==> src/rtl/minmax_pkg.sv <==
// Shared FSM encoding and width helpers for the min/max tracker.
// Pure declarations: no latency, no flow control.
package minmax_pkg;

  typedef enum logic [1:0] {
    IDLE = 2'd0,
    RUN  = 2'd1,
    DONE = 2'd2
  } state_t;

  function automatic int idx_w(input int n_samples);
    return $clog2(n_samples);
  endfunction

  function automatic int cnt_w(input int n_samples);
    return $clog2(n_samples + 1);
  endfunction

endpackage

==> src/rtl/mag_cmp.sv <==
// Unsigned WIDTH-bit magnitude compare; exactly one of eq/gt/lt is high.
// Purely combinational, zero latency, no flow control.
module mag_cmp #(
  parameter int WIDTH = 4
) (
  input  logic [WIDTH-1:0] a,
  input  logic [WIDTH-1:0] b,
  output logic             eq,
  output logic             gt,
  output logic             lt
);

  assign eq = (a == b);
  assign gt = (a > b);
  assign lt = (a < b);

endmodule

==> src/rtl/minmax_tracker.sv <==
// Tracks running max/min and first-occurrence indices over N_SAMPLES accepted samples.
// Results visible one cycle after each accept; in_ready is high only while running (no skid).
module minmax_tracker
  import minmax_pkg::*;
#(
  parameter int WIDTH     = 4,
  parameter int N_SAMPLES = 8,
  localparam int IW = idx_w(N_SAMPLES),
  localparam int CW = cnt_w(N_SAMPLES)
) (
  input  logic             clk,
  input  logic             rst,
  input  logic             start,
  input  logic             in_valid,
  input  logic [WIDTH-1:0] in_data,
  output logic             in_ready,
  output logic [WIDTH-1:0] max_val,
  output logic [WIDTH-1:0] min_val,
  output logic [IW-1:0]    max_idx,
  output logic [IW-1:0]    min_idx,
  output logic [CW-1:0]    count,
  output logic             busy,
  output logic             done
);

  state_t state_q, state_d;

  logic accept;
  logic launch;
  logic last_accept;
  logic max_eq, max_gt, max_lt;
  logic min_eq, min_gt, min_lt;

  mag_cmp #(.WIDTH(WIDTH)) u_cmp_max (
    .a  (in_data),
    .b  (max_val),
    .eq (max_eq),
    .gt (max_gt),
    .lt (max_lt)
  );

  mag_cmp #(.WIDTH(WIDTH)) u_cmp_min (
    .a  (in_data),
    .b  (min_val),
    .eq (min_eq),
    .gt (min_gt),
    .lt (min_lt)
  );

  assign in_ready    = (state_q == RUN);
  assign busy        = (state_q == RUN);
  assign done        = (state_q == DONE);
  assign accept      = in_valid & in_ready;
  assign launch      = start & ((state_q == IDLE) | (state_q == DONE));
  assign last_accept = accept & (count == CW'(N_SAMPLES - 1));

  always_comb begin
    state_d = state_q;
    case (state_q)
      IDLE:    if (start) state_d = RUN;
      RUN:     if (last_accept) state_d = DONE;
      DONE:    if (start) state_d = RUN;
      default: state_d = IDLE;
    endcase
  end

  always_ff @(posedge clk or posedge rst) begin
    if (rst) begin
      state_q <= IDLE;
    end else begin
      state_q <= state_d;
    end
  end

  // Equal samples never update, so ties keep the earliest index.
  always_ff @(posedge clk or posedge rst) begin
    if (rst) begin
      max_val <= '0;
      min_val <= '0;
      max_idx <= '0;
      min_idx <= '0;
      count   <= '0;
    end else if (launch) begin
      max_idx <= '0;
      min_idx <= '0;
      count   <= '0;
    end else if (accept) begin
      count <= count + CW'(1);
      if (count == '0) begin
        max_val <= in_data;
        min_val <= in_data;
        max_idx <= '0;
        min_idx <= '0;
      end else begin
        if (max_gt) begin
          max_val <= in_data;
          max_idx <= count[IW-1:0];
        end
        if (min_lt) begin
          min_val <= in_data;
          min_idx <= count[IW-1:0];
        end
      end
    end
  end

endmodule
==> config.mk <==
export PLATFORM = sky130hd
export DESIGN_NAME = minmax_tracker
export DESIGN_NICKNAME = d
export VERILOG_FILES = /design/src/rtl/minmax_pkg.sv /design/src/rtl/mag_cmp.sv /design/src/rtl/minmax_tracker.sv
export SDC_FILE = /design/constraint.sdc
export NUM_CORES = 1
export LEC_CHECK = 0
export BUFFER_PORTS_ARGS = -buffer_cell sky130_fd_sc_hd__buf_2
export CAP_MARGIN = 10
export CELL_PAD_IN_SITES_DETAIL_PLACEMENT = 1
export CELL_PAD_IN_SITES_GLOBAL_PLACEMENT = 1
export CORE_MARGIN = 5
export CORE_UTILIZATION = 25
export CTS_BUF_LIST = sky130_fd_sc_hd__clkbuf_16
export DETAILED_ROUTE_END_ITERATION = 8
export PLACE_DENSITY = 0.58
export SYNTH_ARGS = -nofsm -noshare
export SYNTH_HDL_FRONTEND = slang
export SYNTH_SLANG_ARGS = --single-unit
==> constraint.sdc <==
create_clock -name clk -period 1.5 [get_ports clk]
set_input_delay 0.375 -clock clk [delete_from_list [all_inputs] [get_ports clk]]
set_output_delay 0.375 -clock clk [all_outputs]
set_load 0.02 [all_outputs]
==> results of run 1 <==
[layer usage]
layer  track usage  vias to the layer above
li1              -                      510
met1         0.143                      497
met4        0.0309                        0
met3        0.0316                        4
met5             0                        -
met2         0.204                       24
[power groups by stage]
stage / Sequential, mW / Combinational [mW] / Clock [mW]
after floorplan: 1.27 / 1.13 / 0
after global placement: 0.961 / 2.32 / 0
after detailed placement: 0.977 / 2.38 / 0
after CTS: 0.974 / 2.57 / 0.577
after global routing: 1.00 / 2.96 / 0.596
final: 0.972 / 2.69 / 0.563
[final cells by class]
| cell class | instances | area [um^2] |
|---|---|---|
| fill | 492 | 2570 |
| multi-input combinational | 78 | 704 |
| sequential | 20 | 507 |
| timing repair buffer | 60 | 384 |
| clock buffer | 3 | 75.1 |
| tap | 52 | 65.1 |
| inverter | 11 | 41.3 |
| clock inverter | 1 | 3.75 |
[state kept, by name (all words and copies together) (netlist names)]
| name | count |
|---|---|
| count | 4 |
| max_val | 4 |
| min_val | 4 |
| max_idx | 3 |
| min_idx | 3 |
| state_q | 2 |
[layout by cell type, fill, tap and decap left out, types with 2 or more instances in the layout]
cell type / count
dfrtp_1: 15
a21oi_1: 2
clkbuf_16: 3
inv_1: 8
nand4_1: 2
nor2_1: 5
nand2_1: 16
buf_2: 28
o21ai_0: 2
nand3_2: 6
o211ai_1: 2
nand2b_1: 2
ha_4: 3
a31oi_1: 2
mux2_4: 6
ha_1: 6
dfrtp_2: 5
o22ai_1: 2
inv_2: 3
buf_4: 31
mux2_2: 2
o21ai_2: 2
[what timing repair did]
item | CTS | global route
buffers inserted | 7 | 6
resized for setup | 10 | 8
pin swaps | 10 | 9
endpoints found under the setup margin | 14 | 14
[stage by stage]
| stage | cells | setup TNS [ns] | utilization |
|---|---|---|---|
| floorplan | 112 | -1.71 | - |
| CTS | 222 | -2.38 | 0.394 |
| global placement | 215 | -3.76 | 0.358 |
| finish | 225 | -2.25 | 0.409 |
| detailed placement | 215 | -4.55 | 0.358 |
| global route | 225 | -3.68 | 0.409 |
[cell usage after synthesis, types with 2 or more instances]
| cell | instances | share of area |
|---|---|---|
| ha_1 | 9 | 0.10 |
| nor2_1 | 5 | 0.017 |
| o22ai_1 | 3 | 0.017 |
| buf_4 | 2 | 0.013 |
| nand2b_1 | 2 | 0.011 |
| mux2_2 | 7 | 0.070 |
| nand3_1 | 7 | 0.031 |
| nand2_1 | 16 | 0.053 |
| o21ai_0 | 2 | 0.0089 |
| o211ai_1 | 2 | 0.013 |
| a31oi_1 | 3 | 0.017 |
| nand4_1 | 2 | 0.011 |
| nor2b_1 | 2 | 0.011 |
| a21oi_1 | 3 | 0.013 |
| inv_1 | 11 | 0.037 |
| dfrtp_1 | 20 | 0.44 |
[final timing paths]
path                       startpoint    endpoint  slack (ns)
setup / recovery           max_val[1]  max_val[1]       -0.24
hold / removal                    rst  max_val[0]        0.14
setup reg to reg           max_val[1]  max_val[1]       -0.24
hold reg to reg            max_idx[0]  max_idx[0]        0.54
max in group asynchronous         rst    count[1]        1.12
min in group clk                start  state_q[1]        0.41
[tightest hold or removal path, delay by kind of cell]
kind | cells | cell delay [ns]
buffers and inverters | 3 | 0.41
[cells by family (layout without fill, tap and decap cells)]
| family | Yosys count | in the layout | share of synthesized area |
|---|---|---|---|
| AND/OR/NAND/NOR | 39 | 39 | 0.178 |
| AO/OA/AOI/OAI | 20 | 20 | 0.129 |
| flip-flops | 20 | 20 | 0.443 |
| buffers and inverters | 14 | 75 | 0.0543 |
| adder cells (fa/ha/maj) | 9 | 9 | 0.0998 |
| multiplexers | 8 | 8 | 0.0798 |
| XOR/XNOR | 2 | 2 | 0.0155 |
==> impl_metrics.json, run 1 <==
{
  "drtIter0Drc": 20,
  "violations": "setup timing",
  "dieArea_um2": 5960,
  "drt_wl_total_um": 3350,
  "period_needed_ns": 1.74,
  "p_int_mw": 2.48,
  "cts_max_level": 1,
  "die_w_um": 77.2,
  "hold_class": "in2async",
  "ioPinCount": 29,
  "crit_buf_inv": 2,
  "hpwl_um": 2570,
  "post-route-drc-count": 0,
  "grt_overflow": 0,
  "cts_tree": "done",
  "synth_area_um2": 1130,
  "seqPwrFrac": 0.230,
  "synth.distinct_cells": 32,
  "cts-root-buf": "clkbuf_16",
  "cts_sinks": 20,
  "p_leak_nw": 0.864,
  "placed_area_um2": 1560,
  "p_comb_frac": 0.637,
  "ys_seq_area_frac": 0.443,
  "antenna_left": 0,
  "r2r_cells": 7,
  "start_util": 0.259,
  "avgSynthCellArea_um2": 10.1,
  "dp_slack_ns": -0.389,
  "drive_gt1_frac": 0.572,
  "syn2layout_area_growth_pct": 57.8,
  "die_y_um": 77.2,
  "clk_latency_ns": 0.25,
  "cp.required_ns": 1.64,
  "swShare": 0.414,
  "power.total_mw": 4.23,
  "grt_pass1_wl_um": 5670,
  "yosys_warnings": 0,
  "async_flop_share": 1.00,
  "max_slew_margin": 0.700,
  "ctsHoldBuffers": 0,
  "worst-slew-pin-transition_ns": 0.449,
  "clk_pin_slew_ns": 0.06,
  "ir_drop_mv": 0.995,
  "setup_slack_ns": -0.237,
  "crit_arrival_ns": 1.88,
  "finalCritPeriodShare": 1.16,
  "rsz0062_at_grt": "yes",
  "n_antenna_cell": 0,
  "std_cell_rows": 24,
  "clockBufferDepth": 2,
  "synth_fp_nets": 129,
  "vias_per_cell": 4.60,
  "met2_wirelength_um": 1660,
  "num_vias": 1035,
  "finalSetupViolations": 14,
  "dr.max_layer_used": "met4",
  "portBuffers": 28,
  "synth_edf_count": 0,
  "stdcell_area_um2": 1780,
  "cpPeakStageDelay_ns": 0.36,
  "critical_path.endpoint_type": "flip-flop",
  "critical_path_class": "reg2reg",
  "cp.depth": 7,
  "skew_ns": 0.00524,
  "slowest_stage": "dfrtp_2",
  "cts_buffers": 3,
  "outcome": "finished with violations",
  "slew_viol_final": 0,
  "wl_met3_um": 178,
  "maxCapViolCount": 0,
  "synth_ff_type": "dfrtp_1",
  "start_kind": "flip-flop",
  "netlist_instances": 112,
  "grt_util_all_layers": 0.118,
  "core_area_um2": 4350,
  "gp_congestion": 0.727,
  "hold_viol": 0,
  "timing.hold.ws_ns": 0.139,
  "fmax_mhz": 576,
  "clock_power_share": 0.133,
  "worstPathCellList": "inv_2 -> ha_4 -> nor2b_4 -> o211ai_1 -> buf_4 -> a31oi_4 -> mux2_2",
  "p_per_area_nw_per_um2": 2370,
  "wl_per_cell_um": 14.9,
  "grt_max_degree": 21,
  "critPathTopFamily": "flip-flops",
  "layout.nets": 191,
  "p_switching_mw": 1.75,
  "antenna_found_initial": 0,
  "cp_max_fo": 5,
  "grt_pass1_vias": 1180,
  "drt-met1-wl_um": 1480,
  "first_pass_iters": 2,
  "synth-seq-cells": 20
}
Note: power is estimated with default switching activity, not from simulation.
==> inputs of run 2 (changes only) <==
--- a/config.mk
+++ b/config.mk
@@ -14,6 +14,7 @@
 export CTS_BUF_LIST = sky130_fd_sc_hd__clkbuf_16
 export DETAILED_ROUTE_END_ITERATION = 8
 export PLACE_DENSITY = 0.58
+export REMOVE_ABC_BUFFERS = 1
 export SYNTH_ARGS = -nofsm -noshare
 export SYNTH_HDL_FRONTEND = slang
 export SYNTH_SLANG_ARGS = --single-unit
==> run 2 against run 1 <==
- the run still ends with setup timing left
- non-clock buffer count is 6 lower
- design area is 4.1% lower
- first-iteration DRC count is 30% higher
- setup slack better by 0.039 ns
- combinational power is 5% lower
- clock-buffer cell count stayed put
- largest cell class unchanged
==> impl_metrics.json, run 2 (synthesis gave the netlist of run 1 again) <==
{
  "layout.nets": 185,
  "tns_ns": -1.87,
  "hold_class": "in2async",
  "stdcell_area_um2": 1710,
  "gp_congestion": 0.752,
  "antenna_found_initial": 0,
  "cpPeakStageDelay_ns": 0.35,
  "p_per_area_nw_per_um2": 2380,
  "antenna_left": 0,
  "start_util": 0.259,
  "start_kind": "flip-flop",
  "first_pass_iters": 2,
  "n_antenna_cell": 0,
  "critical_path.endpoint_type": "flip-flop",
  "num_vias": 1023,
  "final_cell_mix": "28 x buf_2, 25 x buf_4, 20 x dfrtp_1",
  "cp_max_fo": 5,
  "grt_util_all_layers": 0.116,
  "die_w_um": 77.2,
  "syn2layout_area_growth_pct": 51.2,
  "grt_overflow": 0,
  "max_slew_margin": 0.738,
  "rsz0062_at_grt": "yes",
  "layout_commonest_cell": "buf_2",
  "r2r_cells": 6,
  "portBuffers": 28,
  "critical_path_class": "reg2reg",
  "finalSetupViolations": 13,
  "cts_buffers": 3,
  "fmax_mhz": 589,
  "period_needed_ns": 1.70,
  "ioPinCount": 29,
  "crit_start": "max_val[1]",
  "met2_wirelength_um": 1580,
  "placed_area_um2": 1490,
  "worstPathCellList": "inv_2 -> ha_4 -> nor2b_4 -> o211ai_1 -> a31oi_4 -> mux2_4",
  "slew_viol_final": 0,
  "reg_top3": "count (4), max_val (4), min_val (4)",
  "finalCritPeriodShare": 1.13,
  "drtIter0Drc": 26,
  "p_leak_nw": 0.853,
  "reg2reg_setup_slack_ns": -0.20,
  "clockBufferDepth": 2,
  "wl_per_cell_um": 14.5,
  "wl_met3_um": 153,
  "setup_slack_ns": -0.198,
  "power.total_mw": 4.06,
  "crit_arrival_ns": 1.84,
  "ir_drop_mv": 0.892,
  "cts_max_level": 1,
  "hpwl_um": 2480,
  "die_y_um": 77.2,
  "drt-met1-wl_um": 1380,
  "core_area_um2": 4350,
  "cts_sinks": 20,
  "endpoint": "max_val[3]",
  "grt_pass1_vias": 1219,
  "cts-root-buf": "clkbuf_16",
  "grt_pass1_wl_um": 5710,
  "clk_pin_slew_ns": 0.06,
  "drt_wl_total_um": 3170,
  "clk_latency_ns": 0.25,
  "worst-slew-pin-transition_ns": 0.391,
  "dr.max_layer_used": "met4",
  "ctsHoldBuffers": 0,
  "post-route-drc-count": 0,
  "reg2reg_from": "max_val[1]",
  "outcome": "finished with violations",
  "slowest_stage": "dfrtp_1",
  "maxCapViolCount": 0,
  "violations": "setup timing",
  "cp.required_ns": 1.64,
  "skew_ns": 0.00248,
  "cts_tree": "done",
  "vias_per_cell": 4.67,
  "drive_gt1_frac": 0.491,
  "std_cell_rows": 24,
  "dieArea_um2": 5960,
  "grt_max_degree": 21,
  "hold_viol": 0,
  "reg2reg_to": "max_val[3]"
}
[run 2: what timing repair did]
action / in CTS / in global routing
resized for setup: 14 / 11
setup endpoints to repair: 14 / 16
pin swaps: 12 / 5
endpoints found under the hold margin: 0 / 0
buffers inserted: 3 / 0
[run 2: worst min path at each step]
stage | startpoint | to | cells past startpoint
after CTS | rst | min_val[3] | 3
final | rst | max_val[2] | 3
after floorplan | rst | count[0] | 1
after detailed placement | rst | max_val[2] | 3
after global placement | rst | max_val[2] | 3
after global routing | rst | max_val[2] | 3
[run 2: report_power, final]
part,internal (mW),total [mW],switching (mW)
registers,0.786,0.952,0.166
clock network,0.355,0.562,0.207
logic,1.24,2.55,1.31
[run 2: layout make-up]
class                           instances  area, um^2
Fill cell                             505        2650
Clock inverter                          1        3.75
Timing Repair Buffer                   54         339
Sequential cell                        20         500
Inverter                               11        41.3
Tap cell                               52        65.1
Multi-Input combinational cell         78         682
Clock buffer                            3        75.1
[run 2: per-layer routing]
metal	vias to the layer above	GRT usage
li1	498	-
met1	494	0.142
met2	25	0.194
met3	6	0.0293
met4	0	0.0430
met5	-	0
[run 2: through the flow]
stage,hold WS [ns],cells,setup slack (ns),util
3_3_place_gp,0.414,213,-0.374,0.343
5_1_grt,0.173,219,-0.305,0.392
6_report,0.141,219,-0.198,0.392
2_1_floorplan,0.339,109,-0.301,-
3_5_place_dp,0.425,213,-0.476,0.343
4_1_cts,0.152,219,-0.243,0.381
[run 2: critical path: cells and delay by family, from the launching register on]
family,cells,cell delay [ns]
adder cells (fa/ha/maj),1,0.26
flip-flops,1,0.35
AO/OA/AOI/OAI,2,0.47
buffers and inverters,1,0.05
AND/OR/NAND/NOR,1,0.12
multiplexers,1,0.33
==> inputs of run 3 (changes only) <==
--- a/config.mk
+++ b/config.mk
@@ -9,6 +9,7 @@
 export CAP_MARGIN = 10
 export CELL_PAD_IN_SITES_DETAIL_PLACEMENT = 1
 export CELL_PAD_IN_SITES_GLOBAL_PLACEMENT = 1
+export CORE_ASPECT_RATIO = 0.6
 export CORE_MARGIN = 5
 export CORE_UTILIZATION = 25
 export CTS_BUF_LIST = sky130_fd_sc_hd__clkbuf_16
==> run 3 against run 2 <==
- the flow still finishes with violations (setup timing)
- clock power down 3%
- first-iteration DRC count down 7.7%
- critical path depth unchanged
- highest routed layer unchanged
==> impl_metrics.json, run 3 (synthesis gave the netlist of run 1 again) <==
{
  "portBuffers": 28,
  "p_int_mw": 2.41,
  "dieArea_um2": 6000,
  "cts-root-buf": "clkbuf_16",
  "setup_slack_ns": -0.284,
  "first_pass_iters": 4,
  "cts_sinks": 20,
  "drive_gt1_frac": 0.536,
  "gp_congestion": 0.786,
  "hpwl_um": 2700,
  "hold_viol": 0,
  "slew_viol_final": 0,
  "cp_max_fo": 4,
  "max_slew_margin": 0.654,
  "grt_pass1_wl_um": 5800,
  "start_kind": "flip-flop",
  "grt_pass1_vias": 1121,
  "die_w_um": 96.7,
  "cp.required_ns": 1.64,
  "antenna_found_initial": 0,
  "fillCellCount": 499,
  "start_util": 0.267,
  "core_area_um2": 4230,
  "clk_latency_ns": 0.25,
  "wl_per_cell_um": 15.7,
  "p_leak_nw": 0.845,
  "clock_power_share": 0.131,
  "die_y_um": 62.0,
  "layout.nets": 185,
  "antenna_left": 0,
  "grt_max_degree": 21,
  "reg2reg_from": "min_val[1]",
  "hold_class": "in2async",
  "stdcell_area_um2": 1750,
  "swShare": 0.424,
  "n_antenna_cell": 0,
  "crit_start": "min_val[1]",
  "drt_wl_total_um": 3540,
  "fmax_mhz": 560,
  "ioPinCount": 29,
  "rsz0062_at_grt": "yes",
  "crit_arrival_ns": 1.92,
  "drtIter0Drc": 24,
  "maxCapViolCount": 0,
  "grt_overflow": 0,
  "tns_ns": -3.04,
  "cts_max_level": 1,
  "syn2layout_area_growth_pct": 54.7,
  "placed_area_um2": 1510,
  "p_switching_mw": 1.77,
  "p_per_area_nw_per_um2": 2400,
  "period_needed_ns": 1.78,
  "std_cell_rows": 18,
  "skew_ns": 0.00194,
  "critical_path.endpoint_type": "flip-flop",
  "layout_commonest_cell": "buf_2",
  "final_cell_mix": "27 x buf_2, 25 x buf_4, 20 x dfrtp_1",
  "post-route-drc-count": 0,
  "p_comb_frac": 0.638,
  "dp.cells": 222,
  "seqPwrFrac": 0.231,
  "final_cells": 226,
  "grt_util_all_layers": 0.123,
  "outcome": "finished with violations",
  "worst-slew-pin-transition_ns": 0.517,
  "reg_top3": "count (4), max_val (4), min_val (4)",
  "finalCritPeriodShare": 1.19,
  "clockBufferDepth": 2,
  "ir_drop_mv": 0.824,
  "finalSetupViolations": 14,
  "cts_tree": "done",
  "critical_path_class": "reg2reg",
  "vias_per_cell": 4.54,
  "clk_pin_slew_ns": 0.05,
  "num_vias": 1025,
  "violations": "setup timing",
  "cts_buffers": 3
}
[run 3: power by group through the flow]
stage | Sequential [mW] | Clock [mW] | Combinational, mW
finish | 0.968 | 0.547 | 2.67
global route | 0.999 | 0.597 | 2.92
CTS | 0.958 | 0.570 | 2.37
detailed placement | 0.964 | 0 | 2.26
global placement | 0.942 | 0 | 2.20
floorplan | 1.28 | 0 | 0.945
[run 3: area by class of cell]
type	instances	area [um^2]	area share
timing repair buffer	54	345	0.198
multi-input combinational	78	708	0.406
clock buffer	3	75.1	0.0430
tap	60	75.1	0.0430
sequential	20	500	0.287
inverter	11	41.3	0.0237
[run 3: metal layers]
layer | global-route usage | routed length [um]
met3 | 0.0279 | 102
met5 | 0 | 0
met2 | 0.205 | 1620
met4 | 0.0120 | 12
met1 | 0.172 | 1810
[run 3: repair_timing]
| action | CTS | global route |
|---|---|---|
| gates resized for setup | 7 | 26 |
| hold buffers | 0 | 0 |
| endpoints found under the setup margin | 14 | 17 |
| endpoints found under the hold margin | 0 | 0 |
| setup buffers | 2 | 1 |
| pin swaps | 10 | 9 |
[run 3: critical path: stages, from the launching register on]
cell      delay (ns)
dfrtp_1         0.39
inv_2           0.07
ha_4            0.19
o211ai_1        0.27
o21ai_2         0.15
a21oi_4         0.27
mux2_4          0.33
[run 3: path summary, 6_finish.rpt]
kind | end | slack [ns] | depth (start not counted)
worst min-delay path | max_idx[0] | 0.14 | 3
worst max-delay path | min_val[0] | -0.28 | 6
worst max register to register | min_val[0] | -0.28 | 6
worst min register to register | min_val[0] | 0.55 | 1
max in group asynchronous | count[0] | 1.13 | 3
min in group clk | state_q[1] | 0.44 | 3
[run 3: per-stage QoR]
stage                     hold slack (ns)  total power [mW]  setup slack (ns)  utilization
after global routing                0.211              4.51            -0.347        0.412
after CTS                           0.160              3.90            -0.242        0.384
after global placement              0.415              3.14            -0.394        0.357
final                               0.142              4.19            -0.284        0.412
after detailed placement            0.431              3.22            -0.478        0.357
after floorplan                     0.339              2.22            -0.301            -
